[config.mk]
export PLATFORM = sky130hd
export DESIGN_NAME = fir_ctrl_flat
export DESIGN_NICKNAME = d
export VERILOG_FILES = /design/src/rtl/fir_pkg.sv /design/src/rtl/fir_ctrl_if.sv /design/src/rtl/fir_sample_ring.sv /design/src/rtl/fir_ctrl.sv /design/src/flat_wrapper.sv
export SDC_FILE = /design/constraint.sdc
export NUM_CORES = 2
export LEC_CHECK = 0
export CORE_MARGIN = 3
export CORE_UTILIZATION = 60
export CTS_BUF_LIST = sky130_fd_sc_hd__clkbuf_16
export DETAILED_ROUTE_END_ITERATION = 10
export GPL_ROUTABILITY_DRIVEN = 0
export GPL_TIMING_DRIVEN = 0
export PLACE_DENSITY = 0.75
export SETUP_SLACK_MARGIN = 0.05
export SKIP_CTS_REPAIR_TIMING = 1
export SLEW_MARGIN = 20
export SYNTH_ARGS = -nofsm -noshare
export SYNTH_HDL_FRONTEND = slang
export SYNTH_SLANG_ARGS = --single-unit
[constraint.sdc]
create_clock -name clk -period 53.4 [get_ports clk]
set_input_delay 16.02 -clock clk [delete_from_list [all_inputs] [get_ports clk]]
set_output_delay 16.02 -clock clk [all_outputs]
set_load 0.01 [all_outputs]
[src/rtl/fir_pkg.sv]
// Shared constants, ALU op-codes and sequencer states for the FIR controller.
package fir_pkg;

  localparam int unsigned TAPS  = 64;
  localparam int unsigned AW    = 6;
  localparam int unsigned DW    = 16;
  localparam int unsigned ACC_W = 32;

  localparam logic [1:0] OP_CLR = 2'b00;
  localparam logic [1:0] OP_MUL = 2'b01;
  localparam logic [1:0] OP_MAC = 2'b10;

  typedef enum logic [2:0] {
    StIdle,
    StFetch,
    StMac,
    StDrain,
    StDone
  } state_e;

endpackage

[src/rtl/fir_ctrl_if.sv]
// Bundle of sample input, coefficient ROM, MAC ALU and result output signals.
// master = the sequencer, slave = the surrounding ROM/ALU/stream environment.
interface fir_ctrl_if;
  import fir_pkg::*;

  logic             in_valid;
  logic             in_ready;
  logic [DW-1:0]    in_sample;
  logic [AW-1:0]    coeff_addr;
  logic [DW-1:0]    coeff_rdata;
  logic [1:0]       op_code;
  logic [DW-1:0]    alu_coeff;
  logic [DW-1:0]    alu_data;
  logic [ACC_W-1:0] prev_acc;
  logic [ACC_W-1:0] alu_result;
  logic             out_valid;
  logic             out_ready;
  logic [ACC_W-1:0] out_data;

  modport master (
    input  in_valid, in_sample, coeff_rdata, alu_result, out_ready,
    output in_ready, coeff_addr, op_code, alu_coeff, alu_data, prev_acc, out_valid, out_data
  );

  modport slave (
    output in_valid, in_sample, coeff_rdata, alu_result, out_ready,
    input  in_ready, coeff_addr, op_code, alu_coeff, alu_data, prev_acc, out_valid, out_data
  );

endinterface

[src/rtl/fir_sample_ring.sv]
// Sample delay line: one write port, one registered read port whose 1-cycle
// latency matches the coefficient ROM, and asynchronous clear of all history.
module fir_sample_ring
  import fir_pkg::*;
(
  input  logic          clk,
  input  logic          rst,
  input  logic          wr_en_i,
  input  logic [AW-1:0] wr_addr_i,
  input  logic [DW-1:0] wr_data_i,
  input  logic [AW-1:0] rd_addr_i,
  output logic [DW-1:0] rd_data_o
);

  logic [DW-1:0] mem_q [TAPS];
  logic [DW-1:0] rd_data_q;

  // Storage array and registered read.
  always_ff @(posedge clk or posedge rst) begin
    if (rst) begin
      for (int i = 0; i < int'(TAPS); i++) begin
        mem_q[i] <= '0;
      end
      rd_data_q <= '0;
    end else begin
      if (wr_en_i) begin
        mem_q[wr_addr_i] <= wr_data_i;
      end
      rd_data_q <= mem_q[rd_addr_i];
    end
  end

  assign rd_data_o = rd_data_q;

endmodule

[src/rtl/fir_ctrl.sv]
// FIR sequencer: accepts a sample, walks TAPS coefficient/sample pairs into the
// external MAC ALU, captures the final sum and offers it on a valid/ready port.
module fir_ctrl
  import fir_pkg::*;
(
  input  logic       clk,
  input  logic       rst,
  fir_ctrl_if.master bus
);

  state_e           state_q, state_d;
  logic [AW-1:0]    k_q, k_d;
  logic [AW-1:0]    base_q;
  logic [AW-1:0]    wr_ptr_q;
  logic [ACC_W-1:0] out_data_q;

  logic [AW-1:0]    idx;
  logic [AW-1:0]    ring_raddr;
  logic [DW-1:0]    ring_rdata;
  logic             accept;
  logic [1:0]       op_code;
  logic [DW-1:0]    alu_coeff;
  logic [DW-1:0]    alu_data;

  fir_sample_ring u_ring (
    .clk       (clk),
    .rst       (rst),
    .wr_en_i   (accept),
    .wr_addr_i (wr_ptr_q),
    .wr_data_i (bus.in_sample),
    .rd_addr_i (ring_raddr),
    .rd_data_o (ring_rdata)
  );

  // Next-state and datapath drive; idx is the tap being prefetched for next cycle.
  always_comb begin
    state_d   = state_q;
    k_d       = k_q;
    idx       = '0;
    op_code   = OP_CLR;
    alu_coeff = '0;
    alu_data  = '0;
    accept    = 1'b0;
    unique case (state_q)
      StIdle: begin
        if (bus.in_valid) begin
          accept  = 1'b1;
          state_d = StFetch;
        end
      end
      StFetch: begin
        k_d     = '0;
        state_d = StMac;
      end
      StMac: begin
        idx       = k_q + AW'(1);
        alu_coeff = bus.coeff_rdata;
        alu_data  = ring_rdata;
        op_code   = (k_q == '0) ? OP_MUL : OP_MAC;
        k_d       = k_q + AW'(1);
        if (k_q == AW'(TAPS - 1)) begin
          state_d = StDrain;
        end
      end
      StDrain: begin
        state_d = StDone;
      end
      StDone: begin
        if (bus.out_ready) begin
          state_d = StIdle;
        end
      end
      default: state_d = StIdle;
    endcase
  end

  // Tap k reads x[n-k]; AW-bit subtraction gives the mod-TAPS wrap for free.
  assign ring_raddr = base_q - idx;

  // Sequencer state, write pointer, tap counter and captured result.
  always_ff @(posedge clk or posedge rst) begin
    if (rst) begin
      state_q    <= StIdle;
      k_q        <= '0;
      base_q     <= '0;
      wr_ptr_q   <= '0;
      out_data_q <= '0;
    end else begin
      state_q <= state_d;
      k_q     <= k_d;
      if (accept) begin
        base_q   <= wr_ptr_q;
        wr_ptr_q <= wr_ptr_q + AW'(1);
      end
      if (state_q == StDrain) begin
        out_data_q <= bus.alu_result;
      end
    end
  end

  assign bus.in_ready   = (state_q == StIdle) && !rst;
  assign bus.coeff_addr = idx;
  assign bus.op_code    = op_code;
  assign bus.alu_coeff  = alu_coeff;
  assign bus.alu_data   = alu_data;
  // Unregistered feedback so tap k+1 accumulates onto tap k's result.
  assign bus.prev_acc   = bus.alu_result;
  assign bus.out_valid  = (state_q == StDone);
  assign bus.out_data   = out_data_q;

endmodule

[src/flat_wrapper.sv]
// flat-port wrapper written by rule: the top's interface ports become plain ports
module fir_ctrl_flat import fir_pkg::*;
  (clk, rst, bus_in_valid, bus_in_sample, bus_coeff_rdata, bus_alu_result, bus_out_ready, bus_in_ready, bus_coeff_addr, bus_op_code, bus_alu_coeff, bus_alu_data, bus_prev_acc, bus_out_valid, bus_out_data);
  fir_ctrl_if bus_i ();
  input  logic clk;
  input  logic rst;
  input wire logic [$bits(bus_i.in_valid)-1:0] bus_in_valid;
  input wire logic [$bits(bus_i.in_sample)-1:0] bus_in_sample;
  input wire logic [$bits(bus_i.coeff_rdata)-1:0] bus_coeff_rdata;
  input wire logic [$bits(bus_i.alu_result)-1:0] bus_alu_result;
  input wire logic [$bits(bus_i.out_ready)-1:0] bus_out_ready;
  output wire logic [$bits(bus_i.in_ready)-1:0] bus_in_ready;
  output wire logic [$bits(bus_i.coeff_addr)-1:0] bus_coeff_addr;
  output wire logic [$bits(bus_i.op_code)-1:0] bus_op_code;
  output wire logic [$bits(bus_i.alu_coeff)-1:0] bus_alu_coeff;
  output wire logic [$bits(bus_i.alu_data)-1:0] bus_alu_data;
  output wire logic [$bits(bus_i.prev_acc)-1:0] bus_prev_acc;
  output wire logic [$bits(bus_i.out_valid)-1:0] bus_out_valid;
  output wire logic [$bits(bus_i.out_data)-1:0] bus_out_data;
  assign bus_i.in_valid = bus_in_valid;
  assign bus_i.in_sample = bus_in_sample;
  assign bus_i.coeff_rdata = bus_coeff_rdata;
  assign bus_i.alu_result = bus_alu_result;
  assign bus_i.out_ready = bus_out_ready;
  assign bus_in_ready = bus_i.in_ready;
  assign bus_coeff_addr = bus_i.coeff_addr;
  assign bus_op_code = bus_i.op_code;
  assign bus_alu_coeff = bus_i.alu_coeff;
  assign bus_alu_data = bus_i.alu_data;
  assign bus_prev_acc = bus_i.prev_acc;
  assign bus_out_valid = bus_i.out_valid;
  assign bus_out_data = bus_i.out_data;
  fir_ctrl u_core (.clk(clk), .rst(rst), .bus(bus_i));
endmodule
==> impl_metrics.yaml <==
run_status:
  status: "completed"
logic_synthesis:
  async_reset_ff_share_pct: 100.0
  synth.ff_latch_count: 1093
  synth_flop_cell: "dfrtp_1"
  synth_seq_area_share_pct: 54.36
  syn_inst: 3230
  yosysUniqueCellTypes: 46
  syn_area_mm2: 0.05032
  synth.largest_area_cell: "dfrtp_1"
  synth_area_per_cell_um2: 15.58
  synthTopCellsByArea: "dfrtp_1 (54%), mux2_2 (24%), mux4_2 (11%)"
  synthesis.nets: 3307
  yosysTopAreaCellShare_pct: 54.36
  yosysWarnings: 0
  synth-edff-count: 0
timing:
  period_needed_ns: 33.38
  fmax_mhz: 29.96
  hold_viol: 0
  tns_ns: 0
  setup-violations-final: 0
  slew_viol_final: 0
  worst_pin_slew_ns: 1.294
  rsz0062_at_grt: "no"
  finClkSkew_ns: 0.03812
  post-route-period-util_pct: 62.50
  relSlewSlack_pct: 13.54
global_route:
  antenna_found_initial: 14
  grt_overflow: 0
  grt_max_degree: 121
  grt_pass1_vias: 32220
  track_usage_pct: 33.50
  grt_first_pass_wirelength_um: 212300
drt:
  avgRoutedWirePerCell_um: 30.55
  via_per_inst: 6.475
  wl_met3_um: 11070
  drc_errors: 0
  via_count: 30340
  drt-pass1-iter-count: 7
  wl_met2_um: 67970
  postRouteAntennaNets: 0
  wl_met1_um: 57150
  first_iter_violations: 2580
  routed_wl_um: 143100
  top_layer: "met5"
worst_setup_path:
  cp_common_cell: "clkdlybuf4s50_1"
  crit_fanout: 2
  cp_slowest_cell: "clkdlybuf4s50_1"
  arrival_ns: 17.36
  path_class: "primary input to output port"
  cp_slowest_stage_delay_ns: 0.59
  required_ns: 37.38
  startpoint: "rst"
  crit_path_start_kind: "primary input"
  r2r-start: "u_core.state_q[0]"
  crit_chain: "clkdlybuf4s50_1 > nor4_1 > clkdlybuf4s50_1"
  critPathTopFamily: "buffers and inverters"
  end_kind: "output port"
  crit_buf_inv: 2
pwr:
  vdd_drop_max_mv: 0.04122
  total_power_w: 0.003235
  power_frac_seq_pct: 32.1
  internal_power_w: 0.001993
  clkPwrFrac_pct: 24.9
  comb_power_share_pct: 43.0
  switching_share_pct: 38.40
  leakage_nw: 27.61
  powerDensity_mw_per_mm2: 56.35
  switching_power_w: 0.001242
clock_tree:
  htree_levels: 3
  cts_tree: "yes"
  clock-sinks: 1093
  numCtsBuffers: 112
  clockBufferDepth: 3
  clk_pin_slew_ns: 0.05
  root_buffer: "clkbuf_16"
  clk-insertion-delay-late_ns: 0.70
cells_and_area:
  layout.nets: 3595
  regArea_mm2: 0.02735
  fill_cells: 5440
  syn_to_final_growth_pct: 14.10
  fin_util_pct: 69.48
  multi_input_area_mm2: 0.02148
  layout_common_cells: "dfrtp_1 (1093), mux2_2 (1062), mux4_2 (256), clkdlybuf4s50_1 (157), clkbuf_1 (156)"
  layout-drive-gt1-share_pct: 47.60
  final_common_cell: "dfrtp_1"
worst_hold_path:
  hold_class: "flop to flop"
  hold_start: "u_core.u_ring.mem_q[912]"
die:
  die_w_um: 295.6
  die_y_um: 295.6
  io_pins: 174
  fp.dieArea_mm2: 0.08737
  coreArea_mm2: 0.08264
  fp-row-count: 105
  start_util_pct: 60.89
job:
  maxCapViolations: 0
place:
  io_buffers: 157
  hpwlAfterDp_um: 102100
flip-flops by register name (all words and copies together) (netlist names):
| signal | flops |
|---|---|
| u_core.u_ring.mem_q | 1024 |
| u_core.wr_ptr_q | 6 |
| u_core.k_q | 6 |
| u_core.state_q | 3 |
| u_core.base_q | 6 |
| u_core.u_ring.rd_data_o | 16 |
| u_core.bus.out_data | 32 |
area by class of cell:
| type | instances | area share, % |
|---|---|---|
| antenna | 7 | 0.03051 |
| sequential | 1093 | 47.64 |
| clock buffer | 114 | 4.969 |
| clock inverter | 91 | 1.582 |
| inverter | 13 | 0.09807 |
| buffer | 329 | 2.654 |
| tap | 1070 | 2.332 |
| multi-input combinational | 1795 | 37.41 |
| timing repair buffer | 174 | 3.282 |
final timing paths:
check,endpoint,slack [ns],cells after the start
max,bus_in_ready,20.02,3
max in group asynchronous,u_core.u_ring.mem_q[888],35.58,5
min in group asynchronous,u_core.state_q[2],15.89,2
max reg2reg,u_core.u_ring.rd_data_o[15],46.93,14
min,u_core.u_ring.mem_q[912],0.49,1
min reg2reg,u_core.u_ring.mem_q[912],0.49,1
logic make-up (layout without fill, tap and decap cells):
| group | count (synthesis) | count (layout) | synth area share, % |
|---|---|---|---|
| buf+inv | 342 | 721 | 3.098 |
| simple gates | 246 | 246 | 2.912 |
| compound gates | 48 | 48 | 0.6987 |
| xor+xnor | 16 | 16 | 0.2934 |
| fa+ha+maj | 9 | 9 | 0.2387 |
| flops | 1093 | 1093 | 54.36 |
| other cells | 0 | 7 | 0 |
| mux | 1476 | 1476 | 38.40 |
metal layers:
metal	up-vias	GRT usage (%)
met3	325	8.549
met5	-	0
met1	16310	44.49
li1	12450	-
met4	4	14.75
met2	1258	52.93
synth_stat cells, drive strengths merged, types with 5 or more instances:
| master | count |
|---|---|
| a2111oi | 16 |
| a211oi | 16 |
| a21oi | 6 |
| and2 | 34 |
| buf | 170 |
| clkbuf | 159 |
| dfrtp | 1093 |
| ha | 8 |
| inv | 13 |
| mux2 | 1076 |
| mux2i | 144 |
| mux4 | 256 |
| nand2 | 52 |
| nand3 | 5 |
| nor2 | 47 |
| nor3 | 84 |
| o21ai | 7 |
| xnor2 | 8 |
| xor2 | 8 |
metrics by stage:
| step | hold slack, ns | setup WS (ns) | instances | area [µm²] |
|---|---|---|---|---|
| global placement | 0.4680 | -1.863 | 4457 | 53230 |
| CTS | 0.4930 | 20.04 | 4679 | 57390 |
| finish | 0.4889 | 20.02 | 4686 | 57410 |
| global route | 0.5026 | 19.99 | 4679 | 57390 |
| detailed placement | 0.4792 | 20.05 | 4474 | 53630 |
| floorplan | 0.4587 | 6.607 | 3230 | 50320 |
power groups by stage:
| stage | Clock [W] | Sequential (W) | Combinational (W) |
|---|---|---|---|
| floorplan | 0 | 0.00104 | 0.000894 |
| global placement | 0 | 0.00104 | 0.00134 |
| detailed placement | 0 | 0.00105 | 0.00138 |
| CTS | 0.000811 | 0.00104 | 0.00138 |
| global route | 0.000848 | 0.00105 | 0.00145 |
| finish | 0.000805 | 0.00104 | 0.00139 |
worst reg2reg max path, delay by kind of cell (launching register included):
family	cells	cell delay, ns
AOI/OAI and AO/OA	1	1.05
adders and majority gates	2	0.46
buffers and inverters	5	2.31
DFF	1	0.35
muxes	3	1.25
and+or+nand+nor	3	0.80
Note: power is estimated with default switching activity, not from simulation.
